File: src/rtl/as2650_mem_arbiter_if.sv
// Bus bundle for the 2650 memory arbiter: CPU side, Wishbone slave side and
// the external asynchronous SRAM pins.
//
// Handshake: a CPU request is cpu_req held high until the one-cycle cpu_ack
// pulse; a Wishbone request is wbs_cyc_i & wbs_stb_i held high until the
// one-cycle wbs_ack_o pulse. Read data is valid only in the ack cycle, and an
// ack arriving after a request was withdrawn is ignored by the requester.
interface as2650_mem_arbiter_if #(
   parameter int ADDR_W = 15
);
   logic              cpu_req;
   logic              cpu_we;
   logic [ADDR_W-1:0] cpu_addr;
   logic [7:0]        cpu_wdata;
   logic [7:0]        cpu_rdata;
   logic              cpu_ack;

   logic              wbs_cyc_i;
   logic              wbs_stb_i;
   logic              wbs_we_i;
   logic [31:0]       wbs_adr_i;
   logic [31:0]       wbs_dat_i;
   logic [31:0]       wbs_dat_o;
   logic              wbs_ack_o;

   logic [ADDR_W-1:0] mem_addr;
   logic [7:0]        mem_dout;
   logic [7:0]        mem_din;
   logic              mem_dout_en;
   logic              mem_oe_n;
   logic              mem_we_n;

   // Arbiter side
   modport slave (
      input  cpu_req, cpu_we, cpu_addr, cpu_wdata,
      input  wbs_cyc_i, wbs_stb_i, wbs_we_i, wbs_adr_i, wbs_dat_i,
      input  mem_din,
      output cpu_rdata, cpu_ack, wbs_dat_o, wbs_ack_o,
      output mem_addr, mem_dout, mem_dout_en, mem_oe_n, mem_we_n
   );

   // Requester / memory side
   modport master (
      output cpu_req, cpu_we, cpu_addr, cpu_wdata,
      output wbs_cyc_i, wbs_stb_i, wbs_we_i, wbs_adr_i, wbs_dat_i,
      output mem_din,
      input  cpu_rdata, cpu_ack, wbs_dat_o, wbs_ack_o,
      input  mem_addr, mem_dout, mem_dout_en, mem_oe_n, mem_we_n
   );
endinterface

File: src/rtl/as2650_mem_arbiter.sv
// Shares one external byte-wide SRAM between the 2650 CPU and a Wishbone
// slave port. Each access is IDLE (grant) -> ACCESS (WAIT_STATES+1 cycles)
// -> DONE (ack pulse). Contested grants alternate, CPU first after reset.
module as2650_mem_arbiter #(
   parameter int WAIT_STATES = 2,
   parameter int ADDR_W      = 15
) (
   input  logic                 wb_clk_i,
   input  logic                 wb_rst_i,
   as2650_mem_arbiter_if.slave  bus,
   output logic [1:0]           dbg_state_o
);
   typedef enum logic [1:0] {
      ST_IDLE   = 2'd0,
      ST_ACCESS = 2'd1,
      ST_DONE   = 2'd2
   } state_t;

   localparam logic [3:0] WAIT_INIT = 4'(WAIT_STATES);

   state_t            state_q, state_d;
   logic [3:0]        cnt_q, cnt_d;
   logic [ADDR_W-1:0] addr_q, addr_d;
   logic              we_q, we_d;
   logic [7:0]        wdata_q, wdata_d;
   logic [7:0]        rdata_q, rdata_d;
   logic              owner_wb_q, owner_wb_d;
   logic              last_wb_q, last_wb_d;
   logic              wb_valid;
   logic              grant_wb;
   logic              unused_bits;

   assign wb_valid = bus.wbs_cyc_i & bus.wbs_stb_i;

   // Upper address and data bits of the Wishbone port have no meaning here.
   assign unused_bits = ^{bus.wbs_adr_i[31:ADDR_W], bus.wbs_dat_i[31:8]};

   // Arbitration, access register loading and next-state selection
   always_comb begin
      state_d    = state_q;
      cnt_d      = cnt_q;
      addr_d     = addr_q;
      we_d       = we_q;
      wdata_d    = wdata_q;
      rdata_d    = rdata_q;
      owner_wb_d = owner_wb_q;
      last_wb_d  = last_wb_q;
      grant_wb   = 1'b0;
      case (state_q)
         ST_IDLE: begin
            if (bus.cpu_req || wb_valid) begin
               // WB wins when alone, or when contested and the CPU won last time
               grant_wb   = wb_valid && (!bus.cpu_req || !last_wb_q);
               if (bus.cpu_req && wb_valid) begin
                  last_wb_d = grant_wb;
               end
               owner_wb_d = grant_wb;
               addr_d     = grant_wb ? bus.wbs_adr_i[ADDR_W-1:0] : bus.cpu_addr;
               we_d       = grant_wb ? bus.wbs_we_i : bus.cpu_we;
               wdata_d    = grant_wb ? bus.wbs_dat_i[7:0] : bus.cpu_wdata;
               cnt_d      = WAIT_INIT;
               state_d    = ST_ACCESS;
            end
         end
         ST_ACCESS: begin
            if (cnt_q == 4'd0) begin
               // Last access cycle: read data is sampled here, then ack
               if (!we_q) begin
                  rdata_d = bus.mem_din;
               end
               state_d = ST_DONE;
            end else begin
               cnt_d = cnt_q - 4'd1;
            end
         end
         ST_DONE: begin
            state_d = ST_IDLE;
         end
         default: begin
            state_d = ST_IDLE;
         end
      endcase
   end

   // State and access registers; reset aborts any access in flight
   always_ff @(posedge wb_clk_i) begin
      if (wb_rst_i) begin
         state_q    <= ST_IDLE;
         cnt_q      <= 4'd0;
         addr_q     <= '0;
         we_q       <= 1'b0;
         wdata_q    <= 8'h00;
         rdata_q    <= 8'h00;
         owner_wb_q <= 1'b0;
         last_wb_q  <= 1'b1;
      end else begin
         state_q    <= state_d;
         cnt_q      <= cnt_d;
         addr_q     <= addr_d;
         we_q       <= we_d;
         wdata_q    <= wdata_d;
         rdata_q    <= rdata_d;
         owner_wb_q <= owner_wb_d;
         last_wb_q  <= last_wb_d;
      end
   end

   // Memory strobes and acks decoded from state; the final write cycle holds data with WE released
   always_comb begin
      bus.mem_oe_n    = 1'b1;
      bus.mem_we_n    = 1'b1;
      bus.mem_dout_en = 1'b0;
      bus.cpu_ack     = 1'b0;
      bus.wbs_ack_o   = 1'b0;
      bus.wbs_dat_o   = 32'h0;
      if (state_q == ST_ACCESS) begin
         if (we_q) begin
            bus.mem_dout_en = 1'b1;
            bus.mem_we_n    = (cnt_q == 4'd0);
         end else begin
            bus.mem_oe_n = 1'b0;
         end
      end
      if (state_q == ST_DONE) begin
         if (owner_wb_q) begin
            bus.wbs_ack_o = 1'b1;
            bus.wbs_dat_o = {24'h0, rdata_q};
         end else begin
            bus.cpu_ack = 1'b1;
         end
      end
   end

   assign bus.mem_addr  = addr_q;
   assign bus.mem_dout  = wdata_q;
   assign bus.cpu_rdata = rdata_q;
   assign dbg_state_o   = state_q;

endmodule
File: src/flat_wrapper.sv
// flat-port wrapper written by rule: the top's interface ports become plain ports
module as2650_mem_arbiter_flat 
#(
   parameter int WAIT_STATES = 2,
   parameter int ADDR_W      = 15
)
  (wb_clk_i, wb_rst_i, dbg_state_o, bus_cpu_req, bus_cpu_we, bus_cpu_addr, bus_cpu_wdata, bus_wbs_cyc_i, bus_wbs_stb_i, bus_wbs_we_i, bus_wbs_adr_i, bus_wbs_dat_i, bus_mem_din, bus_cpu_rdata, bus_cpu_ack, bus_wbs_dat_o, bus_wbs_ack_o, bus_mem_addr, bus_mem_dout, bus_mem_dout_en, bus_mem_oe_n, bus_mem_we_n);
  as2650_mem_arbiter_if #(.ADDR_W(ADDR_W)) bus_i ();
  input  logic wb_clk_i;
  input  logic wb_rst_i;
  output logic [1:0] dbg_state_o;
  input wire logic [$bits(bus_i.cpu_req)-1:0] bus_cpu_req;
  input wire logic [$bits(bus_i.cpu_we)-1:0] bus_cpu_we;
  input wire logic [$bits(bus_i.cpu_addr)-1:0] bus_cpu_addr;
  input wire logic [$bits(bus_i.cpu_wdata)-1:0] bus_cpu_wdata;
  input wire logic [$bits(bus_i.wbs_cyc_i)-1:0] bus_wbs_cyc_i;
  input wire logic [$bits(bus_i.wbs_stb_i)-1:0] bus_wbs_stb_i;
  input wire logic [$bits(bus_i.wbs_we_i)-1:0] bus_wbs_we_i;
  input wire logic [$bits(bus_i.wbs_adr_i)-1:0] bus_wbs_adr_i;
  input wire logic [$bits(bus_i.wbs_dat_i)-1:0] bus_wbs_dat_i;
  input wire logic [$bits(bus_i.mem_din)-1:0] bus_mem_din;
  output wire logic [$bits(bus_i.cpu_rdata)-1:0] bus_cpu_rdata;
  output wire logic [$bits(bus_i.cpu_ack)-1:0] bus_cpu_ack;
  output wire logic [$bits(bus_i.wbs_dat_o)-1:0] bus_wbs_dat_o;
  output wire logic [$bits(bus_i.wbs_ack_o)-1:0] bus_wbs_ack_o;
  output wire logic [$bits(bus_i.mem_addr)-1:0] bus_mem_addr;
  output wire logic [$bits(bus_i.mem_dout)-1:0] bus_mem_dout;
  output wire logic [$bits(bus_i.mem_dout_en)-1:0] bus_mem_dout_en;
  output wire logic [$bits(bus_i.mem_oe_n)-1:0] bus_mem_oe_n;
  output wire logic [$bits(bus_i.mem_we_n)-1:0] bus_mem_we_n;
  assign bus_i.cpu_req = bus_cpu_req;
  assign bus_i.cpu_we = bus_cpu_we;
  assign bus_i.cpu_addr = bus_cpu_addr;
  assign bus_i.cpu_wdata = bus_cpu_wdata;
  assign bus_i.wbs_cyc_i = bus_wbs_cyc_i;
  assign bus_i.wbs_stb_i = bus_wbs_stb_i;
  assign bus_i.wbs_we_i = bus_wbs_we_i;
  assign bus_i.wbs_adr_i = bus_wbs_adr_i;
  assign bus_i.wbs_dat_i = bus_wbs_dat_i;
  assign bus_i.mem_din = bus_mem_din;
  assign bus_cpu_rdata = bus_i.cpu_rdata;
  assign bus_cpu_ack = bus_i.cpu_ack;
  assign bus_wbs_dat_o = bus_i.wbs_dat_o;
  assign bus_wbs_ack_o = bus_i.wbs_ack_o;
  assign bus_mem_addr = bus_i.mem_addr;
  assign bus_mem_dout = bus_i.mem_dout;
  assign bus_mem_dout_en = bus_i.mem_dout_en;
  assign bus_mem_oe_n = bus_i.mem_oe_n;
  assign bus_mem_we_n = bus_i.mem_we_n;
  as2650_mem_arbiter #(.WAIT_STATES(WAIT_STATES), .ADDR_W(ADDR_W)) u_core (.wb_clk_i(wb_clk_i), .wb_rst_i(wb_rst_i), .bus(bus_i), .dbg_state_o(dbg_state_o));
endmodule
File: config.mk
export PLATFORM = sky130hd
export DESIGN_NAME = as2650_mem_arbiter_flat
export DESIGN_NICKNAME = d
export VERILOG_FILES = /design/src/rtl/as2650_mem_arbiter_if.sv /design/src/rtl/as2650_mem_arbiter.sv /design/src/flat_wrapper.sv
export SDC_FILE = /design/constraint.sdc
export NUM_CORES = 1
export LEC_CHECK = 0
export ABC_CLOCK_PERIOD_IN_PS = 2400
export CORE_AREA = 4 4 64 66
export CTS_CLUSTER_DIAMETER = 150
export DETAILED_ROUTE_END_ITERATION = 6
export DIE_AREA = 0 0 68 70
export DONT_BUFFER_PORTS = 1
export MAX_ROUTING_LAYER = met4
export PLACE_DENSITY = 0.68
export SLEW_MARGIN = 15
export SYNTH_ARGS = -nofsm -noshare
export SYNTH_HDL_FRONTEND = slang
export SYNTH_SLANG_ARGS = --single-unit
File: constraint.sdc
create_clock -name wb_clk_i -period 2.4 [get_ports wb_clk_i]
set_input_delay 0.12 -clock wb_clk_i [delete_from_list [all_inputs] [get_ports wb_clk_i]]
set_output_delay 0.12 -clock wb_clk_i [all_outputs]
set_load 0.01 [all_outputs]
# Yosys cells after proc, flatten, opt, wreduce, memory -nomap -nowiden
# Cells that the tools add are included.
[op_classes] n_bitwise=2 n_reduce_logical=14 n_mux=20 eq_ne=5 n_addsub=1 shifts=0 div_mod_pow=0 mul=0 magnitude_cmp=0
[op_table] op="$mux 32" n=1
[op_table] op="$mux 8" n=2
[op_table] op="$mux 15" n=1
[op_table] op="$mux 1" n=10
[op_table] op="$reduce_and 3->1" n=3
[op_table] op="$mux 4" n=2
[op_table] op="$pmux 4 s2" n=1
[op_table] op="$logic_not 4->1" n=1
[op_table] op="$mux 2" n=2
[op_table] op="$ne 2x1->1 const B" n=2
[op_table] op="$pmux 2 s2" n=1
[op_table] op="$reduce_and 2->1" n=2
[op_table] op="$sub 4x1->4 const B" n=1
[op_table] op="$eq 2x1->1 const B" n=1
[op_table] op="$eq 2x2->1 const B" n=1
[op_table] op="$logic_and 1x1->1" n=2
[op_table] op="$logic_not 1->1" n=2
[op_table] op="$logic_not 2->1" n=1
[op_table] op="$logic_or 1x1->1" n=2
[op_table] op="$ne 2x2->1 const B" n=1
[op_table] op="$reduce_bool 2->1" n=1
[op_table] op="$and 1x1->1" n=1
[op_table] op="$not 1->1" n=1
[word_totals] register_bits=40 ramBits=0 mem_bits_ro=0 elab_cells=50 n_memories=0 latchBits=0

# Logic depth before layout (Yosys ltp)
# Gate-level depths: netlist of the first run.
[logic_depth] word_depth=4 ltp_mapped=7 depth_no_buf=6

# Worst setup path before layout of the first run
# No wires, ideal clock.
[synth_path] path_kind="register -> register" startpoint="reg u_core.cnt_q[0]" endpoint="reg u_core.rdata_q[0], in the netlist u_core.bus.cpu_rdata[0]" setup_time_ps=128 t_arrival_ps=1557 period_less_slack_ps=1685 slack_ps=715 path_buffers=1 path_stages_with_launch=8 required_ps=2272 cell_sequence="dfxtp_1 -> inv_1 -> ha_1 -> or3b_4 -> or3_1 -> buf_6 -> mux2i_1 -> nor2_1"
[synth_via] elab_chain_cells=2
[synth_lines] item="start: declaration" line="as2650_mem_arbiter.sv:22" source="logic [3:0] cnt_q, cnt_d;"
[synth_lines] item="start signal: assignment" line="as2650_mem_arbiter.sv:98" source="cnt_q <= cnt_d;"
[synth_lines] item="$logic_not 4->1" line="as2650_mem_arbiter.sv:66" source="if (cnt_q == 4'd0) begin"
[synth_lines] item="$reduce_and 3->1 (no source line)"
[synth_lines] item="end signal: assignment" line="as2650_mem_arbiter.sv:102" source="rdata_q <= rdata_d;"
[synth_lines] item="end: declaration" line="as2650_mem_arbiter.sv:26" source="logic [7:0] rdata_q, rdata_d;"
# Every way passes these cells.
# A chain may end at the register's enable or synchronous reset.

# Worst setup path in the final report of the first run
[layout_path] startpoint="reg u_core.last_wb_q" endpoint="reg u_core.addr_q[13], in the netlist u_core.bus.mem_addr[13]"
[layout_via] elab_chain_cells=4
[layout_lines] item="start: declaration" line="as2650_mem_arbiter.sv:28" source="logic last_wb_q, last_wb_d;"
[layout_lines] item="start signal: assignment" line="as2650_mem_arbiter.sv:104" source="last_wb_q <= last_wb_d;"
[layout_lines] item="$logic_not 1->1" line="as2650_mem_arbiter.sv:53" source="grant_wb = wb_valid && (!bus.cpu_req || !last_wb_q);"
[layout_lines] item="$logic_or 1x1->1" line="as2650_mem_arbiter.sv:53"
[layout_lines] item="$logic_and 1x1->1" line="as2650_mem_arbiter.sv:53"
[layout_lines] item="$mux 15" line="as2650_mem_arbiter.sv:58" source="addr_d = grant_wb ? bus.wbs_adr_i[ADDR_W-1:0] : bus.cpu_addr;"
[layout_lines] item="end signal: assignment" line="as2650_mem_arbiter.sv:99" source="addr_q <= addr_d;"
[layout_lines] item="end: declaration" line="as2650_mem_arbiter.sv:23" source="logic [ADDR_W-1:0] addr_q, addr_d;"
# Every way passes these cells.

==> results of run 1 <==
[worst max-delay path, stage by stage (launching register included)]
cell	delay, ns
dfxtp_1	0.36
nand2_1	0.05
nand3_1	0.34
buf_4	0.40
mux2i_1	0.24
dlygate4sd3_1	0.61
o2bb2ai_1	0.07
[synthesized netlist by cell type, drive strengths merged]
| library cell | count | area share [%] |
|---|---|---|
| nor3b | 1 | 0.40 |
| nand3 | 2 | 0.53 |
| dfxtp | 40 | 42 |
| a21oi | 3 | 0.79 |
| and3b | 1 | 0.46 |
| ha | 1 | 0.66 |
| nand2b | 4 | 1.3 |
| or3b | 1 | 0.59 |
| o2bb2ai | 25 | 12 |
| buf | 27 | 11 |
| xor2 | 2 | 0.93 |
| nor2 | 12 | 2.4 |
| nand4b | 1 | 0.46 |
| or3 | 1 | 0.33 |
| nand2 | 3 | 0.59 |
| xnor2 | 1 | 0.46 |
| mux2i | 32 | 17 |
| a31o | 1 | 0.46 |
| inv | 2 | 0.40 |
| nand3b | 1 | 0.40 |
| nor2b | 1 | 0.33 |
| conb | 1 | 0.20 |
| and2 | 10 | 3.4 |
| clkbuf | 8 | 1.6 |
| nor3 | 5 | 1.6 |
| nand4 | 1 | 0.33 |
[logic make-up (layout without fill, tap and decap cells)]
kind of cell / after synthesis / after routing / share of synthesized area (%)
AO/OA/AOI/OAI: 29 / 29 / 12.82
XOR/XNOR: 3 / 3 / 1.388
adder cells (fa/ha/maj): 1 / 1 / 0.6608
buffers and inverters: 37 / 70 / 12.62
flip-flops: 40 / 40 / 42.30
multiplexers: 32 / 32 / 16.92
other: 1 / 24 / 0.1981
AND/OR/NAND/NOR: 44 / 44 / 13.09
[worst max path at each step]
stage / startpoint / to / slack, ns / cells past startpoint
6_report: u_core.last_wb_q / u_core.bus.mem_addr[13] / 0.17 / 6
3_5_place_dp: u_core.cnt_q[0] / u_core.bus.cpu_rdata[2] / 0.46 / 6
5_1_grt: u_core.last_wb_q / u_core.bus.mem_addr[13] / 0.04 / 6
4_1_cts: u_core.last_wb_q / u_core.bus.mem_addr[10] / 0.23 / 6
2_1_floorplan: u_core.cnt_q[0] / u_core.bus.cpu_rdata[0] / 0.72 / 7
3_3_place_gp: u_core.cnt_q[0] / u_core.bus.cpu_rdata[6] / 0.56 / 6
[routing by layer]
metal | share of wire, % | up-vias | global-route usage, %
met4 | 1.9 | 0 | 7.726
met1 | 38 | 700 | 24.38
li1 | - | 722 | -
met5 | 0 | - | -
met3 | 8.3 | 13 | 5.949
met2 | 52 | 81 | 38.12
[timing repair]
item	in CTS	in global routing
hold endpoints to repair	39	0
setup endpoints to repair	0	0
hold buffers	59	0
[placed cells by master, fill, tap and decap left out, drive strengths merged]
cell type	n
mux2i	32
o2bb2ai	25
nand4b	1
dfxtp	40
nor2	12
nor3b	1
buf	1
nor2b	1
and2	10
nand2	3
or3b	1
a21oi	3
and3b	1
a31o	1
inv	2
clkinvlp	1
xor2	2
nor3	5
or3	1
ha	1
dlygate4sd3	59
clkbuf	7
nand3b	1
xnor2	1
nand3	2
nand4	1
conb	24
nand2b	4
[layout make-up]
class	instances	area share (%)
inverters	2	0.3038
clock buffers	7	2.228
multi-input cells	133	38.13
well taps	48	2.430
flip-flops and latches	40	32.41
clock inverters	1	0.3038
repair buffers	60	24.20
[power by group]
part | internal (mW) | switching, mW | total, mW
Clock | 0.144 | 0.212 | 0.355
Sequential | 0.724 | 0.0764 | 0.800
Combinational | 0.155 | 0.139 | 0.294
[through the flow]
step           util, %  setup WS [ns]  hold WS, ns
3_3_place_gp     50.80         0.5640       0.1933
3_5_place_dp     50.80         0.4631       0.1971
5_1_grt          69.06        0.04422      0.01692
6_report         69.06         0.1747      0.01725
4_1_cts          69.06         0.2297     0.005203
2_1_floorplan        -         0.7154       0.2639
[registers in the layout, summed over array words and instances (netlist names)]
| name | count |
|---|---|
| u_core.last_wb_q | 1 |
| u_core.we_q | 1 |
| u_core.owner_wb_q | 1 |
| u_core.dbg_state_o | 2 |
| u_core.bus.mem_dout | 8 |
| u_core.bus.cpu_rdata | 8 |
| u_core.bus.mem_addr | 15 |
| u_core.cnt_q | 4 |
==> impl_metrics.csv, run 1 <==
group,metric,value,unit
cts,ctsLongestPathBuffers,2,
global_routing,grt_pass1_vias,1591,
cts,clkTransAtPathRegs,0.12,ns
route,drcViolationCount,0,
global_routing,antenna_found_initial,0,
power_and_ir_drop,power_density,586.7,nW/um^2
final_layout,fill_cells,259,
placement,post-place-cells,224,
cts,cts_sinks,40,
cts,cts_root_buf,"clkbuf_4",
timing,rsz0062_at_grt,"false",
final_layout,area_growth,30.54,%
floorplanning,die_area,4760,sq um
setup_path,cp.required,2.60,ns
yosys,ys_types,30,
floorplanning,die_h,70,um
timing,max_freq,449.4,MHz
floorplanning,core_region_area,3578,sq um
final_layout,regArea,800.8,sq um
cts,insertion_delay,0.34,ns
yosys,postSynthAreaPerCell,10.12,sq um
yosys,ys_warn_count,0,
placement,placed_area,1818,sq um
run,max-cap-violations,0,
placement,post-dp-hpwl,3.051,mm
final_layout,final_area,2471,sq um
setup_path,path_class,"register to register",
min_path,worstHoldPathType,"input pin to register",
final_layout,finalNonFillerCells,291,
timing,setup_violations,0,
global_routing,gr-total-overflow,0,
cts,post_cts_resized,0,
yosys,ys_seq_elements,40,
route,antenna_left,0,
route,vias,1516,
timing,fin_tns_setup,0,ns
yosys,synthCells,187,
yosys,ys_seq_area_share,42.30,%
placement,gp_congestion,0.8017,
timing,worst_pin_slew,1.032,ns
setup_path,reg2reg_to,"u_core.bus.mem_addr[13]",
route,wl_per_cell,17.54,um
floorplanning,die_width,68,um
final_layout,multi_input_area,942.2,sq um
cts,h-tree-depth,2,
setup_path,cp_max_fo,18,
min_path,min_from,"bus_wbs_cyc_i",
floorplanning,ios,172,
global_routing,grt_max_degree,26,
min_path,min_to,"u_core.last_wb_q",
timing,min_period,2.225,ns
power_and_ir_drop,p_leak,1.131,nW
setup_path,start_kind,"register",
final_layout,nNetsFinal,345,
setup_path,r2r-start,"u_core.last_wb_q",
floorplanning,start_util,52.90,%
setup_path,cp.arrival,2.43,ns
yosys,syn-cell-area,1893,sq um
setup_path,crit_path_end_kind,"register",
power_and_ir_drop,vdd_drop_max,0.0004863,V
cts,post_cts_buffers,0,
global_routing,grt_pass1_wl,7.831,mm
floorplanning,rows,22,
timing,timing.final.crit_share,92.72,%
final_layout,insertedDiodeCount,0,
route,vias_per_cell,5.210,
power_and_ir_drop,p_total,1.450,mW
timing,fin_skew,0.007888,ns
route,drtIter0Drc,72,
timing,slew_headroom,31.12,%
global_routing,grt_util_all_layers,22.33,%
setup_path,ff2ff_path_depth,6,
final_layout,drive_above_1_share,5.350,%
run_status,status,"complete, no violations",
placement,portBuffers,0,
route,wirelength,5.103,mm
route,dr.pass1.iters,4,
min_path,worstHoldPathCells,3,
timing,hold_viol,0,
setup_path,ff2ff_setup_slack,0.17,ns
cts,tritoncts.num_buffers,5,
cts,cts_tree,"yes",
timing,maxSlewViolCount,0,
No activity file was read; power rests on OpenSTA's default activity.
==> run 2, diff against run 1 <==
--- a/config.mk
+++ b/config.mk
@@ -5,14 +5,15 @@
 export SDC_FILE = /design/constraint.sdc
 export NUM_CORES = 1
 export LEC_CHECK = 0
-export ABC_CLOCK_PERIOD_IN_PS = 2400
-export CORE_AREA = 4 4 64 66
+export ABC_AREA = 1
+export CORE_ASPECT_RATIO = 0.75
+export CORE_MARGIN = 4
+export CORE_UTILIZATION = 62
 export CTS_CLUSTER_DIAMETER = 150
 export DETAILED_ROUTE_END_ITERATION = 6
-export DIE_AREA = 0 0 68 70
 export DONT_BUFFER_PORTS = 1
 export MAX_ROUTING_LAYER = met4
-export PLACE_DENSITY = 0.68
+export PLACE_DENSITY = 0.77
 export SLEW_MARGIN = 15
 export SYNTH_ARGS = -nofsm -noshare
 export SYNTH_HDL_FRONTEND = slang
==> impl_metrics.csv, run 2 <==
group,metric,value,unit
placement,gp_congestion,0.7999,
setup_path,start_kind,"register",
global_routing,grtUsageMet3,7.509,%
setup_path,slowest_stage,"nand2_2",
setup_path,ff2ff_path_depth,4,
final_layout,nNetsFinal,426,
placement,post-dp-hpwl,3.279,mm
yosys,ys.flop_type,"dfxtp_1",
cts,cts_root_buf,"clkbuf_8",
final_layout,area_growth,3.501,%
final_layout,final_util,66.36,%
yosys,syn-cell-area,2108,sq um
route,drtIter0Drc,81,
final_layout,drive_above_1_share,8.025,%
power_and_ir_drop,p_total,1.728,mW
route,vias_per_cell,5.016,
timing,maxSlewViolCount,0,
yosys,ys_types,24,
min_path,worstHoldPathCells,4,
global_routing,antenna_found_initial,0,
setup_path,crit_path_end_kind,"register",
setup_path,crit_chain,"nand2_2 -> nand2_2 -> o21ai_0 -> o21ai_1",
timing,slew_headroom,64.76,%
floorplanning,core_region_area,3288,sq um
timing,worst_pin_slew,0.5273,ns
min_path,worstHoldPathType,"input pin to register",
yosys,ys_seq_elements,40,
setup_path,cp.required,2.58,ns
yosys,synth_xor_area_share,0,%
global_routing,grt_pass1_wl,7.224,mm
final_layout,insertedDiodeCount,0,
yosys,synthMuxAreaShare,0,%
yosys,synth_top_family_by_area,"simple AND/OR/NAND/NOR gates",
yosys,ys_warn_count,0,
power_and_ir_drop,p_leak,1.089,nW
final_layout,finalNonFillerCells,364,
timing,fin_ws,0.8177,ns
run,max-cap-violations,0,
floorplanning,start_util,64.12,%
global_routing,grt_util_all_layers,21.95,%
yosys,async_flop_share,0,%
setup_path,cpMostUsedCell,"nand2_2",
yosys,synth_common_cells,"nand2_1, dfxtp_1, nor2_1",
yosys,synth_top_area_share,37.98,%
route,dr.pass1.iters,4,
cts,clkTransAtPathRegs,0.08,ns
floorplanning,die_h,58.50,um
placement,portBuffers,0,
setup_path,cpPeakStageDelay,0.40,ns
final_layout,largest_reg_flops,15,
timing,fin_skew,0.006993,ns
global_routing,gr-total-overflow,0,
setup_path,crit_family,"simple AND/OR/NAND/NOR gates",
run_status,status,"complete, no violations",
yosys,postSynthAreaPerCell,6.609,sq um
route,vias,1826,
cts,insertion_delay,0.29,ns
route,wl_per_cell,12.60,um
floorplanning,die_width,75.34,um
global_routing,grt.busiest_layer,"met2",
power_and_ir_drop,vdd_drop_max,0.0004273,V
power_and_ir_drop,power_density,792.0,nW/um^2
timing,timing.final.crit_share,65.93,%
setup_path,path_buf_inv,0,
cts,cts_sinks,40,
timing,max_freq,632.0,MHz
placement,post-place-cells,347,
yosys,yosysMostFrequentCell,"nand2_1",
setup_path,critical_path_depth,4,
global_routing,grt_util_met1,25.87,%
timing,hold_viol,0,
yosys,synthTopCellsByArea,"dfxtp_1, nand2_1, buf_4",
yosys,synth_compound_area_share,4.807,%
route,antenna_left,0,
timing,min_period,1.582,ns
yosys,post_synth_and_or_nand_nor_area_fraction,40.65,%
final_layout,layout_commonest_cell,"nand2_1",
cts,ctsLongestPathBuffers,2,
cts,cts_tree,"yes",
yosys,ys_seq_area_share,37.98,%
yosys,synthAdderAreaFrac,0.5935,%
setup_path,cp.arrival,1.76,ns
route,drcViolationCount,0,
cts,tritoncts.num_buffers,5,
yosys,yosys.area.top_type,"dfxtp_1",
setup_path,path_class,"register to register",
setup_path,cp_max_fo,27,
timing,fin_tns_setup,0,ns
placement,dp_slack,0.8323,ns
cts,h-tree-depth,2,
global_routing,grt_util_met2,34.93,%
yosys,synthCells,319,
timing,setup_violations,0,
floorplanning,ios,172,
timing,rsz0062_at_grt,"false",
route,wirelength,4.585,mm
final_layout,mostFrequentLayoutCells,"nand2_1, dfxtp_1, nor2_1",
global_routing,grt_pass1_vias,1600,
floorplanning,die_area,4407,sq um
floorplanning,rows,18,
global_routing,grt_max_degree,28,
yosys,synth_edf_count,0,
run 2: area by class of cell:
class                   instances  area, sq um
fillers                       321         1106
multi-input cells             249         1061
flip-flops and latches         40        800.8
repair buffers                  9        90.09
clock buffers                   5        68.82
inverters                      18        68.82
well taps                      40        50.05
clock inverters                 3        42.54
run 2: tightest hold or removal path, stage by stage:
cell     delay (ns)
nand2_1        0.03
nand2_1        0.05
nand2_1        0.04
nand2_1        0.04
run 2: final timing paths:
kind | startpoint | end | slack (ns)
hold reg to reg | u_core.bus.mem_addr[1] | u_core.bus.mem_addr[1] | 0.50
setup / recovery | u_core.last_wb_q | u_core.bus.mem_addr[13] | 0.82
hold / removal | bus_cpu_addr[11] | u_core.bus.mem_addr[11] | 0.02
setup reg to reg | u_core.last_wb_q | u_core.bus.mem_addr[13] | 0.82
run 2: report_power, final:
group	switching (mW)	total, mW	internal, mW
Sequential	0.107	0.860	0.752
Combinational	0.224	0.331	0.107
Clock	0.230	0.538	0.308
Total	0.561	1.73	1.17
run 2: timing repair:
item / CTS / global route
resized for setup: 0 / 0
endpoints found under the hold margin: 12 / 0
hold buffers: 9 / 0
buffers inserted: 0 / 0
run 2: logic make-up (layout without fill, tap and decap cells):
| kind of cell | after synthesis | after routing |
|---|---|---|
| other | 1 | 24 |
| adders and majority gates | 1 | 1 |
| and+or+nand+nor | 204 | 204 |
| AOI/OAI and AO/OA | 20 | 20 |
| DFF | 40 | 40 |
| buffers and inverters | 53 | 35 |
run 2: through the flow:
stage                     instance area, sq um  hold slack (ns)
final                                     2182          0.01976
after global routing                      2182          0.02770
after global placement                    1981           0.1954
after floorplan                           2195           0.1891
after detailed placement                  1981           0.1938
after CTS                                 2182         0.007770
run 2: routing by layer:
layer	up-vias	share of wire (%)
met3	6	12
met1	783	40
li1	941	-
met4	0	0.87
met5	-	0
met2	96	47
==> run 3, diff against run 2 <==
--- a/config.mk
+++ b/config.mk
@@ -5,15 +5,14 @@
 export SDC_FILE = /design/constraint.sdc
 export NUM_CORES = 1
 export LEC_CHECK = 0
-export ABC_AREA = 1
-export CORE_ASPECT_RATIO = 0.75
-export CORE_MARGIN = 4
-export CORE_UTILIZATION = 62
+export ABC_AREA = 0
+export CORE_AREA = 4 4 64 66
 export CTS_CLUSTER_DIAMETER = 150
 export DETAILED_ROUTE_END_ITERATION = 6
+export DIE_AREA = 0 0 68 70
 export DONT_BUFFER_PORTS = 1
 export MAX_ROUTING_LAYER = met4
-export PLACE_DENSITY = 0.77
+export PLACE_DENSITY = 0.68
 export SLEW_MARGIN = 15
 export SYNTH_ARGS = -nofsm -noshare
 export SYNTH_HDL_FRONTEND = slang
==> constraint.sdc (replaced) <==
create_clock -name wb_clk_i -period 1.6 [get_ports wb_clk_i]
set_input_delay 0.08 -clock wb_clk_i [delete_from_list [all_inputs] [get_ports wb_clk_i]]
set_output_delay 0.08 -clock wb_clk_i [all_outputs]
set_load 0.01 [all_outputs]
==> impl_metrics.csv, run 3 (synthesized netlist as in run 1, its figures left out) <==
group,metric,value,unit
min_path,worstHoldPathCells,1,
setup_path,path_buf_inv,2,
route,wl_met1,1.935,mm
setup_path,crit_family,"simple AND/OR/NAND/NOR gates",
route,antenna_left,0,
setup_path,critical_path_depth,7,
cts,cts_root_buf,"clkbuf_4",
global_routing,grt_pass1_wl,7.562,mm
floorplanning,core_region_area,3578,sq um
route,drtIter0Drc,68,
timing,fin_ws,-0.1188,ns
setup_path,ff2ff_setup_slack,-0.12,ns
timing,slew_headroom,61.58,%
floorplanning,die_width,68,um
setup_path,cp.arrival,1.96,ns
route,dr.pass1.iters,4,
placement,gp_congestion,0.8666,
floorplanning,die_h,70,um
run,max-cap-violations,0,
run_status,status,"finished, violations left",
final_layout,area_growth,32.78,%
global_routing,gr-total-overflow,0,
setup_path,ff2ff_path_depth,7,
global_routing,antenna_found_initial,0,
floorplanning,ios,172,
floorplanning,start_util,52.90,%
floorplanning,die_area,4760,sq um
final_layout,drive_above_1_share,13.93,%
route,vias,1562,
setup_path,crit_path_end_kind,"register",
setup_path,start_kind,"register",
timing,max_freq,581.8,MHz
global_routing,grt_pass1_vias,1556,
timing,hold_viol,14,
timing,whs,-0.1998,ns
final_layout,finalNonFillerCells,292,
cts,h-tree-depth,2,
timing,worst_pin_slew,0.5749,ns
cts,cts_sinks,40,
setup_path,cp_max_fo,8,
power_and_ir_drop,vdd_drop_max,0.0006038,V
final_layout,fill_cells,274,
global_routing,grt_util_all_layers,21.56,%
route,drcViolationCount,0,
setup_path,path_class,"register to register",
cts,ctsLongestPathBuffers,2,
placement,post-dp-hpwl,3.083,mm
final_layout,final_util,70.24,%
setup_path,reg2reg_to,"u_core.bus.cpu_rdata[5]",
global_routing,grt_max_degree,26,
setup_path,crit_start,"u_core.cnt_q[1]",
floorplanning,rows,22,
final_layout,insertedDiodeCount,0,
final_layout,layout_commonest_cell,"dlygate4sd3_1",
cts,holdBufCountCts,49,
timing,timing.final.crit_share,107.4,%
min_path,worstHoldPathType,"input pin to register",
timing,rsz0062_at_grt,"true",
route,wl_met3,442,um
route,wl_met2,2.588,mm
setup_path,cp.required,1.84,ns
final_layout,regArea,803.3,sq um
power_and_ir_drop,power_density,878.1,nW/um^2
final_layout,largest_reg_flops,15,
final_layout,nNetsFinal,346,
cts,tritoncts.num_buffers,5,
setup_path,slowest_stage,"or3b_4",
final_layout,mostFrequentLayoutCells,"dlygate4sd3_1, dfxtp_1, mux2i_1",
setup_path,endpoint,"u_core.bus.cpu_rdata[5]",
timing,fin_skew,0.01253,ns
power_and_ir_drop,p_leak,1.157,nW
timing,min_period,1.719,ns
route,wirelength,5.086,mm
timing,fin_tns_setup,-0.8315,ns
placement,post-place-cells,232,
cts,cts_tree,"yes",
route,vias_per_cell,5.349,
setup_path,crit_chain,"inv_2 -> ha_4 -> or3b_4 -> or3_1 -> buf_6 -> mux2i_2 -> nor2_1",
route,wl_per_cell,17.42,um
cts,clkTransAtPathRegs,0.11,ns
run_status,failed_checks,"negative hold slack, negative setup slack",
final_layout,multi_input_area,979.7,sq um
setup_path,r2r-start,"u_core.cnt_q[1]",
timing,maxSlewViolCount,0,
setup_path,cpPeakStageDelay,0.37,ns
timing,setup_violations,10,
placement,portBuffers,0,
cts,insertion_delay,0.34,ns
route,top_layer,"met4",
==> run 3: per-layer routing <==
layer | vias up | global-route usage (%)
li1 | 721 | -
met1 | 745 | 23.76
met2 | 83 | 35.87
met3 | 13 | 5.949
met4 | 0 | 8.609
met5 | - | -
==> run 3: what timing repair did <==
| item | CTS | global route |
|---|---|---|
| setup endpoints to repair | 17 | 16 |
| pin swaps | 0 | 1 |
| endpoints found under the hold margin | 39 | 18 |
| setup buffers | 1 | 2 |
| gates resized for setup | 6 | 4 |
==> run 3: worst register-to-register path, delay by kind of cell, from the launching register on <==
kind / cells / cell delay, ns
adder cells (fa/ha/maj): 1 / 0.12
buffers and inverters: 2 / 0.22
flip-flops: 1 / 0.34
multiplexers: 1 / 0.18
AND/OR/NAND/NOR: 3 / 0.76
==> run 3: worst min path at each step <==
stage / startpoint / end / slack [ns]
3_5_place_dp: wb_rst_i / u_core.cnt_q[2] / 0.16
3_3_place_gp: wb_rst_i / u_core.cnt_q[2] / 0.15
5_1_grt: wb_rst_i / u_core.cnt_q[2] / -0.24
6_report: wb_rst_i / u_core.bus.cpu_rdata[2] / -0.20
2_1_floorplan: bus_mem_din[0] / u_core.bus.cpu_rdata[0] / 0.22
4_1_cts: wb_rst_i / u_core.cnt_q[2] / -0.22
==> run 3: stage by stage <==
step	hold slack [ns]	instance area [sq um]	setup WS, ns	power [mW]
after floorplan	0.2239	1994	-0.05399	1.508
after CTS	-0.2234	2484	-0.1193	2.190
final	-0.1998	2514	-0.1188	2.207
after detailed placement	0.1553	1906	-0.1247	1.550
after global routing	-0.2365	2514	-0.1630	2.321
after global placement	0.1543	1906	-0.05786	1.532
==> run 3: final cells by class <==
| class | instances | area share (%) |
|---|---|---|
| clock buffer | 7 | 2.190 |
| clock inverter | 1 | 0.2987 |
| inverter | 2 | 0.2987 |
| multi-input combinational | 133 | 38.97 |
| sequential | 40 | 31.96 |
| tap | 48 | 2.389 |
| timing repair buffer | 61 | 23.89 |
==> run 3: report_power, final <==
part           total [mW]  switching, mW  internal [mW]
clock               0.533          0.318          0.215
sequential           1.19          0.107           1.09
combinational       0.481          0.222          0.258
total                2.21          0.647           1.56
